==> config.mk <==
export PLATFORM = sky130hd
export DESIGN_NAME = demux1_4_16bits_reg
export DESIGN_NICKNAME = d
export VERILOG_FILES = /design/src/rtl/demux1_4_16bits_reg.sv
export SDC_FILE = /design/constraint.sdc
export NUM_CORES = 1
export LEC_CHECK = 0
export BUFFER_PORTS_ARGS = -buffer_cell sky130_fd_sc_hd__buf_2
export CAP_MARGIN = 20
export CORE_ASPECT_RATIO = 0.6
export CORE_MARGIN = 2
export CORE_UTILIZATION = 53
export DETAILED_ROUTE_END_ITERATION = 10
export PLACE_DENSITY = 0.84
export SLEW_MARGIN = 30
export SYNTH_ARGS = -nofsm -noshare
export SYNTH_HDL_FRONTEND = slang
export SYNTH_SLANG_ARGS = --single-unit
==> constraint.sdc <==
create_clock -name CLK -period 4.35 [get_ports CLK]
set_input_delay 0.435 -clock CLK [delete_from_list [all_inputs] [get_ports CLK]]
set_output_delay 0.435 -clock CLK [all_outputs]
set_load 0.005 [all_outputs]
==> src/rtl/demux1_4_16bits_reg.sv <==
// rtl/demux1_4_16bits_reg.sv - 1:4 registered demux with per-slot valid/ack handshake
module demux1_4_16bits_reg #(
  parameter int WIDTH = 16
) (
  input  logic             CLK,
  input  logic             RST_N,
  input  logic [WIDTH-1:0] I,
  input  logic [1:0]       S,
  input  logic             IV,
  output logic             IR,
  output logic [WIDTH-1:0] O0,
  output logic [WIDTH-1:0] O1,
  output logic [WIDTH-1:0] O2,
  output logic [WIDTH-1:0] O3,
  output logic [3:0]       OV,
  input  logic [3:0]       ACK,
  output logic [2:0]       CNT
);

  logic [WIDTH-1:0] data_q [4];
  logic [WIDTH-1:0] data_d [4];
  logic [3:0]       ov_q;
  logic [3:0]       ov_d;
  logic [2:0]       cnt_q;
  logic [2:0]       cnt_d;
  logic             accept;

  // IR depends only on the registered valid of the selected slot, so a
  // same-slot ACK frees the slot this edge and the write lands on the next.
  assign IR     = ~ov_q[S];
  assign accept = IV & IR;

  always_comb begin
    ov_d  = ov_q;
    cnt_d = '0;
    for (int k = 0; k < 4; k++) begin
      data_d[k] = data_q[k];
      ov_d[k]   = ov_q[k] & ~ACK[k];
      if (accept && (S == 2'(k))) begin
        data_d[k] = I;
        ov_d[k]   = 1'b1;
      end
      cnt_d = cnt_d + {2'b00, ov_d[k]};
    end
  end

  always_ff @(posedge CLK or negedge RST_N) begin
    if (!RST_N) begin
      for (int k = 0; k < 4; k++) begin
        data_q[k] <= '0;
      end
      ov_q  <= '0;
      cnt_q <= '0;
    end else begin
      for (int k = 0; k < 4; k++) begin
        data_q[k] <= data_d[k];
      end
      ov_q  <= ov_d;
      cnt_q <= cnt_d;
    end
  end

  assign O0  = data_q[0];
  assign O1  = data_q[1];
  assign O2  = data_q[2];
  assign O3  = data_q[3];
  assign OV  = ov_q;
  assign CNT = cnt_q;

endmodule

* Yosys cells after proc, flatten, opt, wreduce, memory -nomap -nowiden
Index checks and enable logic that the tools add are counted.
** Operators by class
- Add/sub/neg operators :: 3
- Mux-type cells :: 6
- Order comparisons :: 1
- Bitwise operators :: 10
- $mul :: 0
- Reduce and logical (&&, ||, !) cells :: 5
- Shifts and indexed selects :: 0
- Div/mod/pow operators :: 0
- Equal/unequal tests :: 3
** Operators with widths (number)
- $and 1x1->1 :: 5
- $mux 1 :: 5
- $not 1->1 :: 5
- $eq 2x2->1 const B :: 2
- $logic_and 1x1->1 :: 4
- $add 2x1->3 :: 1
- $add 3x1->3 :: 1
- $lt 2x3->1 const B :: 1
- $add 1x1->2 :: 1
- $bmux 1 s2 :: 1
- $eq 2x1->1 const B :: 1
- $logic_not 2->1 :: 1
** Storage, ports and cells
- Bits in writable memories :: 0
- Bits in latches :: 0
- Memory bits (read-only) :: 0
- Input port bits :: 25
- Register bits :: 71
- Output and inout bits :: 72
- Word-level logic and storage cells :: 34
- Memories kept :: 0

* Longest topological paths before layout
Gate-level depths: netlist of the first run.
- Depth in word-level cells :: 9
- Mapped depth :: 7
- Gate-level depth less buffers :: 5

* Least setup slack after synthesis of the first run
OpenSTA, ideal clock, no wires.
- Kind :: reg2reg
- Start point :: reg ov_q[0], in the netlist OV[0]
- End point :: reg cnt_q[1], in the netlist CNT[1]
- Cell stages (with the launch flop) :: 7
- Required time :: 4.224 ns
- Library setup time :: 0.126 ns
- Arrival :: 2.080 ns
- Path buffers :: 1
- Clock period less this slack :: 2.205 ns
- Setup slack :: 2.145 ns
- Cell sequence :: dfrtp_1 -> nor4b_4 -> buf_6 -> a21o_1 -> fa_1 -> ha_1 -> ha_1
** On the way
- Cells in the longest elaborated chain, start to end :: 9
- Elaborated cells between the ends (all ways) :: 16
- Those cells by class :: add/sub: 3; mux: 6; bitwise: 3; reduce/logical: 4
** Ends and longest elaborated chain
- start: declaration :: RTL line 22 : logic [3:0] ov_q;
- start signal: assignment :: RTL line 58 : ov_q <= ov_d;
- $bmux 1 s2 :: RTL line 30 : assign IR = ~ov_q[S];
- $mux 1 (not written as such) :: RTL line 30
- $not 1->1 :: RTL line 30
- $and 1x1->1 :: RTL line 31 : assign accept = IV & IR;
- $logic_and 1x1->1 :: RTL line 39 : if (accept && (S == 2'(k))) begin
- $mux 1 * :: RTL line 39
- named net ov_d[0] :: RTL line 23 : logic [3:0] ov_d;
- $add 1x1->2 * :: RTL line 43 : cnt_d = cnt_d + {2'b00, ov_d[k]};
- $add 2x1->3 * :: RTL line 43
- $add 3x1->3 * :: RTL line 43
- named net cnt_d[1] :: RTL line 25 : logic [2:0] cnt_d;
- end signal: assignment :: RTL line 59 : cnt_q <= cnt_d;
- end: declaration :: RTL line 24 : logic [2:0] cnt_q;
The timed path passes the listed nets; every way through them passes the cells marked *. The select of a mux whose other input is x is not followed.
A chain may end at the register's enable or synchronous reset.

* Worst setup path in the final report of the first run
- Start point :: reg ov_q[3], in the netlist OV[3]
- End point :: reg cnt_q[1], in the netlist CNT[1]
** On the way
- Elaborated cells between the ends (all ways) :: 16
- Those cells by class :: add/sub: 3; mux: 6; bitwise: 3; reduce/logical: 4
** RTL lines (RTL line)
- $bmux 1 s2 :: 30
- $mux 1 (not written as such) :: 30
- $not 1->1 :: 30
- $and 1x1->1 :: 31
- $logic_and 1x1->1 :: 39
- $mux 1 * :: 39
- named net ov_d[3] :: 23
- $add 3x1->3 * :: 43
- named net cnt_d[1] :: 25
Marked as above.

==> results of run 1 <==
==> power groups by stage <==
stage | logic, mW | clock network [mW] | registers, mW
6_report | 0.365 | 0.452 | 0.880
5_1_grt | 0.403 | 0.502 | 0.898
4_1_cts | 0.374 | 0.465 | 0.880
3_5_place_dp | 0.371 | 0 | 0.890
3_3_place_gp | 0.358 | 0 | 0.885
2_1_floorplan | 0.151 | 0 | 0.898
==> sequential cells by signal, summed over array words and instances, names as in the netlist <==
register  cells
O0           16
O1           16
O2           16
O3           16
OV            4
CNT           3
==> cell usage in the layout (no fill, tap or decap), drive strengths merged <==
cell type / count
mux2: 64
buf: 98
ha: 2
clkbuf: 13
o21ai: 1
nor4b: 1
fa: 1
mux4: 1
dfrtp: 71
and4bb: 2
nand4b: 1
clkinv: 3
inv: 5
a21o: 3
==> how the worst min path moves through the flow <==
stage / startpoint / cells after the start / end / slack, ns
after global placement: O2[3]$_DFFE_PN0P_ / 1 / O2[3]$_DFFE_PN0P_ / 0.48
final: RST_N / 1 / O2[0]$_DFFE_PN0P_ / 0.18
after floorplan: RST_N / 0 / CNT[0]$_DFF_PN0_ / 0.14
after CTS: RST_N / 1 / O2[0]$_DFFE_PN0P_ / 0.20
after global routing: RST_N / 1 / O2[0]$_DFFE_PN0P_ / 0.23
after detailed placement: O3[11]$_DFFE_PN0P_ / 1 / O3[11]$_DFFE_PN0P_ / 0.49
==> cell families (layout without fill, tap and decap cells) <==
family,count (synthesis),after routing
AO/OA/AOI/OAI,4,4
adder cells (fa/ha/maj),3,3
buffers and inverters,11,119
flip-flops,71,71
multiplexers,65,65
AND/OR/NAND/NOR,4,4
==> cell usage after synthesis <==
cell type,instances,area share (%)
nand4b_2,1,0.55
ha_1,2,0.91
fa_1,1,0.73
o21ai_0,1,0.18
mux2_4,1,0.55
inv_1,5,0.68
nor4b_4,1,0.87
mux2_2,63,26
and4bb_2,2,0.91
dfrtp_1,71,65
buf_8,1,0.55
a21o_1,3,0.82
buf_6,4,1.6
mux4_1,1,0.96
buf_2,1,0.18
==> layout make-up <==
class	instances	area [um2]	share of cell area, %
clock inverters	3	18.8	0.547
multi-input cells	76	887	25.9
repair buffers	98	495	14.5
well taps	66	82.6	2.41
clock buffers	13	149	4.34
inverters	5	18.8	0.547
flip-flops and latches	71	1780	51.8
==> layer usage <==
layer  global-route usage, %  part of all wire (%)  vias up  wire [um]
li1                        -                     -      771          -
met1                    29.6                    48      842       2700
met2                    30.8                    44       59       2460
met3                    10.1                   8.3        5        472
met4                    5.43                  0.41        0         23
met5                       0                     0        -          0
==> run metrics, run 1 <==
Avg Cell Area, Syn=17.4 um2; Routed WL=about 5.7 mm; Avg Vias per Cell=roughly 5.1; RSZ-0062 raised after global routing=false; Final HPWL DP=slightly below 4 mm; final setup violation count=0; Die H=59.8 um; CTS root buffer=clkbuf_8; number of synthesized register bits=between 70 and 80; power per standard cell area=495 nW/um2; clock sinks=between 70 and 80; WP data required=4.58 ns; Critical Path Fanout Max=17; Layout Nets=289; crit path cell chain=nand4b_2, o21ai_0, fa_1, ha_1, ha_1; CP Class=flop to flop; Initial Util=a little over half; vias in the first global route=between 1500 and 2000; RR Endpoint=CNT[1]$_DFF_PN0_; Sequential Power Share=between 50 and 60%; Reg-to-Reg Start=OV[3]$_DFF_PN0_; WP buf/inv=0; via count=1677; hold slack final=0.177 ns; WL per Instance=~17 um; n_diodes=0; total power=approximately 1.7 mW; first-pass GRT wire length=slightly below 9 mm; Worst-path clk slew=0.07 ns; drt drc=0; initial antenna violation count=0; Util after Layout=68.2%; P_leak=approximately 1.7 nW; clock skew=0.00502 ns; postcts setup bufs=0; die width=between 90 and 100 um; Post-CTS Resized=0; layout cells sized above 1=between 60% and 70%; Initial DRT Pass Iterations=4; Worst-Margin Slew=0.808 ns; mapped cell area=approximately 2700 um2; crit-path max cell delay=roughly 0.56 ns; later-pin clock latency in the skew report=0.34 ns; Core Area=~5000 um2; Worst Hold Class=input pin to async pin; fin cells=332; Die Footprint=5800 um2; Synth Area in Adders=1.64%; Sw Share=26.6%; Port Buf Inserts=96; Clock Tree Buf Depth=2; fin crit period=~2.4 ns; XOR/XNOR Fraction of Synth Area=0%; WP data arrival=between 2 and 3 ns; sw power=0.452 mW; Final Hold Viols=0; placed cell count=between 300 and 400; Initial DRC Count=31; clock power share=between 20% and 30%; Final WS setup=around 1.9 ns; critical path endpoint category=flop; Post-Syn Instances=158; Ports=97; Setup TNS Final=0 ns; Max Cap Viol=0; Post-Syn Nets=around 190; post-synthesis cell type count=15; slowest CP cell=nand4b_2; GP Congestion=roughly 0.84; cell mode on critical path=ha_1; global route overflow=0; Setup crit end=CNT[1]$_DFF_PN0_; sequential-to-total area share from yosys stat=roughly 65%; main combinational cell family by area after synthesis=multiplexers; CTS tree=done; post-placement setup slack=approximately 1.8 ns; max-slew violations=0; std cell rows=20; outcome=complete, no violations; Internal=about 1.2 mW; crit path launch=OV[3]$_DFF_PN0_; Hold Buf Count CTS=0; H-Tree Depth=3; Final Cell Area=3430 um2; pin count of the biggest net entering global routing=38; Worst setup SP type=flop; Synth warnings=0; Max IR drop VDD=~0.00026 V; proportion of synthesized area in mux cells=between 20% and 30%; Reg2Reg Depth=5; ANT nets after route=0; cell family with most CP delay=adder cells; Area Growth Syn to Fin=24.8%; Synth Area in Compound Gates=1.00%; CTS Buf Count=9; Fmax=between 0.4 and 0.5 GHz; FILL cells=~400; Crit. path cell count=5; flop-to-flop setup slack=between 1.5 and 2 ns; Period Utilization, post-route=between 50% and 60%; simple-gate portion of the synthesized area=between 2 and 2.5%; Comb pwr share=21.5%; Area after DPL=roughly 3300 um2; GRT Util Overall=21.3%; slew margin rel.=a little under half
(Power assumes the default switching activity.)
==> run 2: changes to the inputs <==
--- a/config.mk
+++ b/config.mk
@@ -9,9 +9,9 @@
 export CAP_MARGIN = 20
 export CORE_ASPECT_RATIO = 0.6
 export CORE_MARGIN = 2
-export CORE_UTILIZATION = 53
+export CORE_UTILIZATION = 44
 export DETAILED_ROUTE_END_ITERATION = 10
-export PLACE_DENSITY = 0.84
+export PLACE_DENSITY = 0.75
 export SLEW_MARGIN = 30
 export SYNTH_ARGS = -nofsm -noshare
 export SYNTH_HDL_FRONTEND = slang
==> constraint.sdc (replaced) <==
create_clock -name CLK -period 2 [get_ports CLK]
set_input_delay 0.2 -clock CLK [delete_from_list [all_inputs] [get_ports CLK]]
set_output_delay 0.2 -clock CLK [all_outputs]
set_load 0.005 [all_outputs]
==> run 2 against run 1 <==
Effect of this change:
- flip-flop and latch count did not move
- combinational power grew 120%
- non-clock buffer count rose by 5
- sequential power grew 120%
- utilization decreased by 9.6 points
- clock-buffer cell count fell by 3
- sequential share of layout area decreased by 1.9 points
- worst hold slack worse by 0.040 ns
- clock power grew to 2.8 times the previous value
- clock skew up 0.0012 ns
- global-route usage shrank 3.1 points
- largest cell class unchanged
- final cell count increased by 6.9%
==> run metrics, run 2 (synthesized netlist as in run 1, its figures left out) <==
clock skew=0.00624 ns (+0.00123 ns); crit-path max cell delay=0.54 ns (-0.02 ns); WP buf/inv=0 (unchanged); Most Used Layer, Global Route=met2; post-placement setup slack=0.106 ns (-1.69 ns); later-pin clock latency in the skew report=0.34 ns (about the same); WP data required=2.23 ns (-2.35 ns); Worst-path clk slew=0.08 ns (about the same); vias in the first global route=1810 (+9.4%); multi-input combinational cell area=892 um2 (+0.56%); pin count of the biggest net entering global routing=72 (+89%); Max IR drop VDD=0.000447 V (+71%); CTS Buf Count=9 (unchanged); Avg Vias per Cell=4.88 (-3.4%); std cell rows=22 (+10%); crit path cell chain=and4bb_2, a21o_1, fa_1, ha_2, ha_2; power per standard cell area=1110 nW/um2 (+120%); H-Tree Depth=3 (unchanged); met2 Track Usage GR=27.6% (-3.2 points); die width=106 um (+9.3%); commonest cells after routing, fill and taps aside=96 x buf_2, 71 x dfrtp_1, 63 x mux2_2; fin crit period=1.89 ns (-0.531 ns); Layout Nets=294 (+1.7%); Final HPWL DP=3.94 mm (-0.60%); cell mode on critical path=ha_2; outcome=complete, no violations; met3 Use GR=7.44% (-2.6 points); max-slew violations=0 (unchanged); Routed WL=5.75 mm (+1.6%); Final Hold Viols=0 (unchanged); first-pass GRT wire length=9.38 mm (+5.1%); FILL cells=521 (+31%); Worst Hold Class=input pin to flop; CTS root buffer=clkbuf_8; total power=3.96 mW (+130%); postcts setup bufs=0 (unchanged); WP data arrival=2.12 ns (-0.53 ns); n_diodes=0 (unchanged); Die H=65.2 um (+9.1%); Fmax=0.529 GHz (+28%); Worst setup SP type=flop; ANT nets after route=0 (unchanged); global route overflow=0 (unchanged); slew margin rel.=75.1% (+29 points); P_leak=1.76 nW (+2.6%); Ports=97 (unchanged); CTS tree=done; Initial DRC Count=49 (+58%); RSZ-0062 raised after global routing=false; initial antenna violation count=0 (unchanged); Period Utilization, post-route=94.6% (+39 points); Clock Tree Buf Depth=2 (unchanged); Port Buf Inserts=96 (unchanged); Core Area=6080 um2 (+21%); layout cells sized above 1=69.0% (+1.7 points); GRT Util Overall=18.2% (-3.1 points); WL per Instance=16.2 um (-5.0%); Die Footprint=6910 um2 (+19%); GP Congestion=0.814 (-2.9%); CP Class=flop to flop; Initial DRT Pass Iterations=4 (unchanged); Final WS setup=0.108 ns (-1.82 ns); Area Growth Syn to Fin=29.6%; Worst-Margin Slew=0.370 ns (-0.438 ns); via count=1733 (+3.3%); Initial Util=45.2% (-9.5 points); cell family with most CP delay=adder cells; Reg area=1780 um2 (unchanged); Max Cap Viol=0 (unchanged); M1 GR Usage=24.1% (-5.4 points); drt drc=0 (unchanged); clock sinks=71 (unchanged); Critical Path Fanout Max=4 (-13); slowest CP cell=fa_1; commonest non-fill, non-tap cell in the layout=buf_2; critical path endpoint category=flop; final setup violation count=0 (unchanged)
==> run 2: metal layers <==
metal	up-vias	share of wire, %
met5	-	0
met4	0	0.68
li1	782	-
met3	5	8.3
met1	880	46
met2	66	45
==> run 2: report_power, final <==
part	internal, mW	leakage (nW)	switching [mW]
logic	0.481	0.797	0.323
clock network	0.711	0.107	0.536
registers	1.75	0.851	0.157
total	2.94	1.76	1.02
==> run 2: cell type report <==
class,count,area share (%)
Inverter,5,0.527
Timing Repair Buffer,103,15.4
Clock inverter,6,2.63
Multi-Input combinational cell,76,25.0
Tap cell,84,2.95
Clock buffer,10,3.58
Sequential cell,71,49.9
==> run 2: stage by stage <==
| stage | area, um2 | util [%] | hold WS, ns | TNS, ns | instances |
|---|---|---|---|---|---|
| global placement | 3330 | 54.8 | 0.252 | 0 | 338 |
| global route | 3560 | 58.6 | 0.113 | 0 | 355 |
| finish | 3560 | 58.6 | 0.137 | 0 | 355 |
| CTS | 3560 | 58.6 | 0.118 | 0 | 355 |
| detailed placement | 3330 | 54.8 | 0.252 | 0 | 338 |
| floorplan | 2750 | - | -0.0956 | -0.113 | 158 |
==> run 2: final timing paths <==
path	from	endpoint	slack, ns	cells after the start
setup / recovery	OV[1]$_DFF_PN0_	CNT[1]$_DFF_PN0_	0.11	5
hold / removal	I[2]	O3[2]$_DFFE_PN0P_	0.14	2
setup reg to reg	OV[1]$_DFF_PN0_	CNT[1]$_DFF_PN0_	0.11	5
hold reg to reg	O3[9]$_DFFE_PN0P_	O3[9]$_DFFE_PN0P_	0.50	1
max in group asynchronous	RST_N	O1[0]$_DFFE_PN0P_	1.29	3
min in group asynchronous	RST_N	O2[6]$_DFFE_PN0P_	0.40	3
==> run 2: what timing repair did <==
item	4_1_cts	5_1_grt
endpoints found under the hold margin	71	0
hold buffers	1	0
gates resized for setup	0	0
endpoints found under the setup margin	0	0
==> run 3: changes to the inputs <==
--- a/config.mk
+++ b/config.mk
@@ -12,6 +12,7 @@
 export CORE_UTILIZATION = 44
 export DETAILED_ROUTE_END_ITERATION = 10
 export PLACE_DENSITY = 0.75
+export REMOVE_ABC_BUFFERS = 1
 export SLEW_MARGIN = 30
 export SYNTH_ARGS = -nofsm -noshare
 export SYNTH_HDL_FRONTEND = slang
==> run 3 against run 2 <==
Effect of this change:
- worst hold slack lost 0.0048 ns
- final area down 0.70%
- non-clock buffer count decreased by 1
- sequential share of layout area increased by 0.35 points
- largest cell class unchanged
- highest routed layer unchanged
==> run metrics, run 3 (synthesized netlist as in run 1, its figures left out) <==
outcome=complete, no violations; CP Class=flop to flop; later-pin clock latency in the skew report=0.34 ns (about the same); Max IR drop VDD=0.000660 V (+48%); Final HPWL DP=3.94 mm (about the same); Highest Signal Layer=met4; GRT Util Overall=18.1% (-0.16 points); Layout Nets=293 (-0.34%); slew margin rel.=74.2% (-0.91 points); placed cell count=337 (-0.30%); Max Cap Viol=0 (unchanged); pin count of the biggest net entering global routing=72 (unchanged); Die H=65.2 um (unchanged); total power=3.83 mW (-3.2%); Worst-path clk slew=0.08 ns (about the same); clock sinks=71 (unchanged); CTS Buf Count=9 (unchanged); Clock Tree Buf Depth=2 (unchanged); commonest non-fill, non-tap cell in the layout=buf_2; WP data required=2.22 ns (about the same); P_leak=1.75 nW (-0.50%); Worst setup SP type=flop; Hold Path Cell Cnt=2 (unchanged); Internal=2.81 mW (-4.5%); RR Endpoint=CNT[1]$_DFF_PN0_; critical path endpoint category=flop; Worst-Margin Slew=0.388 ns (+0.0176 ns); die width=106 um (unchanged); first-pass GRT wire length=9.28 mm (-1.1%); H-Tree Depth=3 (unchanged); Sw Share=26.7% (+1.0 points); RSZ-0062 raised after global routing=false; met3 WL=476 um (+0.42%); flop-to-flop setup slack=0.12 ns (+0.02 ns); Critical Path Fanout Max=4 (unchanged); Reg-to-Reg Start=OV[1]$_DFF_PN0_; Initial DRC Count=48 (-2.0%); sw power=1.02 mW (+0.77%); Initial Util=45.2% (unchanged); wire length on met1=2.62 mm (-2.0%); Initial DRT Pass Iterations=4 (unchanged); WP data arrival=2.10 ns (-0.02 ns); crit-path max cell delay=0.43 ns (-0.11 ns); Post-CTS Resized=0 (unchanged); clock skew=0.00835 ns (+0.00211 ns); GP Congestion=0.774 (-4.9%); via count=1700 (-1.9%); met2 WL post-DR=2.59 mm (+1.1%); Fmax=0.533 GHz (+0.84%); vias in the first global route=1777 (-1.8%); Area Growth Syn to Fin=28.7%; Reg2Reg Depth=5 (unchanged); WP buf/inv=0 (unchanged); Min-Delay Endpoint=O3[14]$_DFFE_PN0P_; slowest CP cell=fa_1; max-slew violations=0 (unchanged); Ports=97 (unchanged); fin cells=354 (-0.28%); Die Footprint=6910 um2 (unchanged); CTS tree=done; WL per Instance=16.2 um (about the same); clock power share=29.3% (-2.2 points); std cell rows=22 (unchanged); Comb pwr share=20.9% (+0.6 points); Port Buf Inserts=96 (unchanged); drt drc=0 (unchanged); final setup violation count=0 (unchanged); ANT nets after route=0 (unchanged); fin crit period=1.88 ns (-0.0158 ns); Routed WL=5.73 mm (-0.23%); Final Hold Viols=0 (unchanged); commonest cells after routing, fill and taps aside=96 x buf_2, 71 x dfrtp_1, 63 x mux2_2; global route overflow=0 (unchanged); CTS root buffer=clkbuf_8; Core Area=6080 um2 (unchanged); initial antenna violation count=0 (unchanged); power per standard cell area=1080 nW/um2 (-2.5%); cell mode on critical path=ha_1; crit path cell chain=and4bb_2, a21o_1, fa_1, ha_1, ha_1; layout cells sized above 1=68.5% (-0.49 points); Period Utilization, post-route=93.8% (-0.79 points); n_diodes=0 (unchanged); Worst Hold Class=input pin to flop; cell family with most CP delay=adder cells; Avg Vias per Cell=4.80 (-1.6%); min-delay src=I[14]; Sequential Power Share=49.8% (+1.6 points)
[run 3: changes by cell type in the layout (fill, tap and decap cells not counted)]
cell | previous run | this run
clkbuf_1 | 1 | 0
buf_12 | 1 | 2
clkinv_2 | 0 | 2
ha_2 | 2 | 0
buf_4 | 5 | 3
clkinvlp_4 | 1 | 2
clkinv_4 | 2 | 1
bufinv_16 | 2 | 1
ha_1 | 0 | 2
[run 3: how the worst max path moves through the flow]
stage,slack (ns),from,to,cells past startpoint
after CTS,0.06,OV[0]$_DFF_PN0_,CNT[1]$_DFF_PN0_,5
after global routing,0.04,OV[0]$_DFF_PN0_,CNT[1]$_DFF_PN0_,5
final,0.12,OV[1]$_DFF_PN0_,CNT[1]$_DFF_PN0_,5
after detailed placement,0.08,OV[0]$_DFF_PN0_,CNT[1]$_DFF_PN0_,5
after global placement,0.14,OV[0]$_DFF_PN0_,CNT[1]$_DFF_PN0_,5
after floorplan,-0.31,OV[0]$_DFF_PN0_,CNT[1]$_DFF_PN0_,5
[run 3: through the flow]
stage	hold WS [ns]	setup WS (ns)	setup TNS (ns)	utilization, %	area (um2)
finish	0.132	0.124	0	58.1	3540
global route	0.116	0.0381	0	58.1	3540
global placement	0.250	0.136	0	54.8	3330
detailed placement	0.252	0.0755	0	54.8	3330
CTS	0.115	0.0627	0	58.1	3540
floorplan	-0.0956	-0.309	-0.660	-	2680
[run 3: final cells by class]
type                       instances  area [um2]
clock inverter                     7        72.6
tap                               84         105
fill                             521        2550
multi-input combinational         76         887
timing repair buffer             102         553
sequential                        71        1780
clock buffer                       9         124
inverter                           5        18.8
[run 3: power groups by stage]
stage               clock [mW]  sequential [mW]  combinational (mW)
global route              1.23             1.95               0.883
detailed placement           0             1.94               0.818
CTS                       1.15             1.91               0.821
global placement             0             1.92               0.796
floorplan                    0             1.95               0.317
finish                    1.12             1.91               0.801
[run 3: per-layer routing]
| layer | up-vias | GRT usage (%) |
|---|---|---|
| li1 | 778 | - |
| met1 | 851 | 23.5 |
| met2 | 67 | 27.6 |
| met3 | 4 | 8.13 |
| met4 | 0 | 5.10 |
| met5 | - | 0 |
[run 3: timing repair]
item	in CTS	in global routing
setup endpoints to repair	0	1
endpoints found under the hold margin	71	0
hold buffers	1	0
buffers inserted	0	0
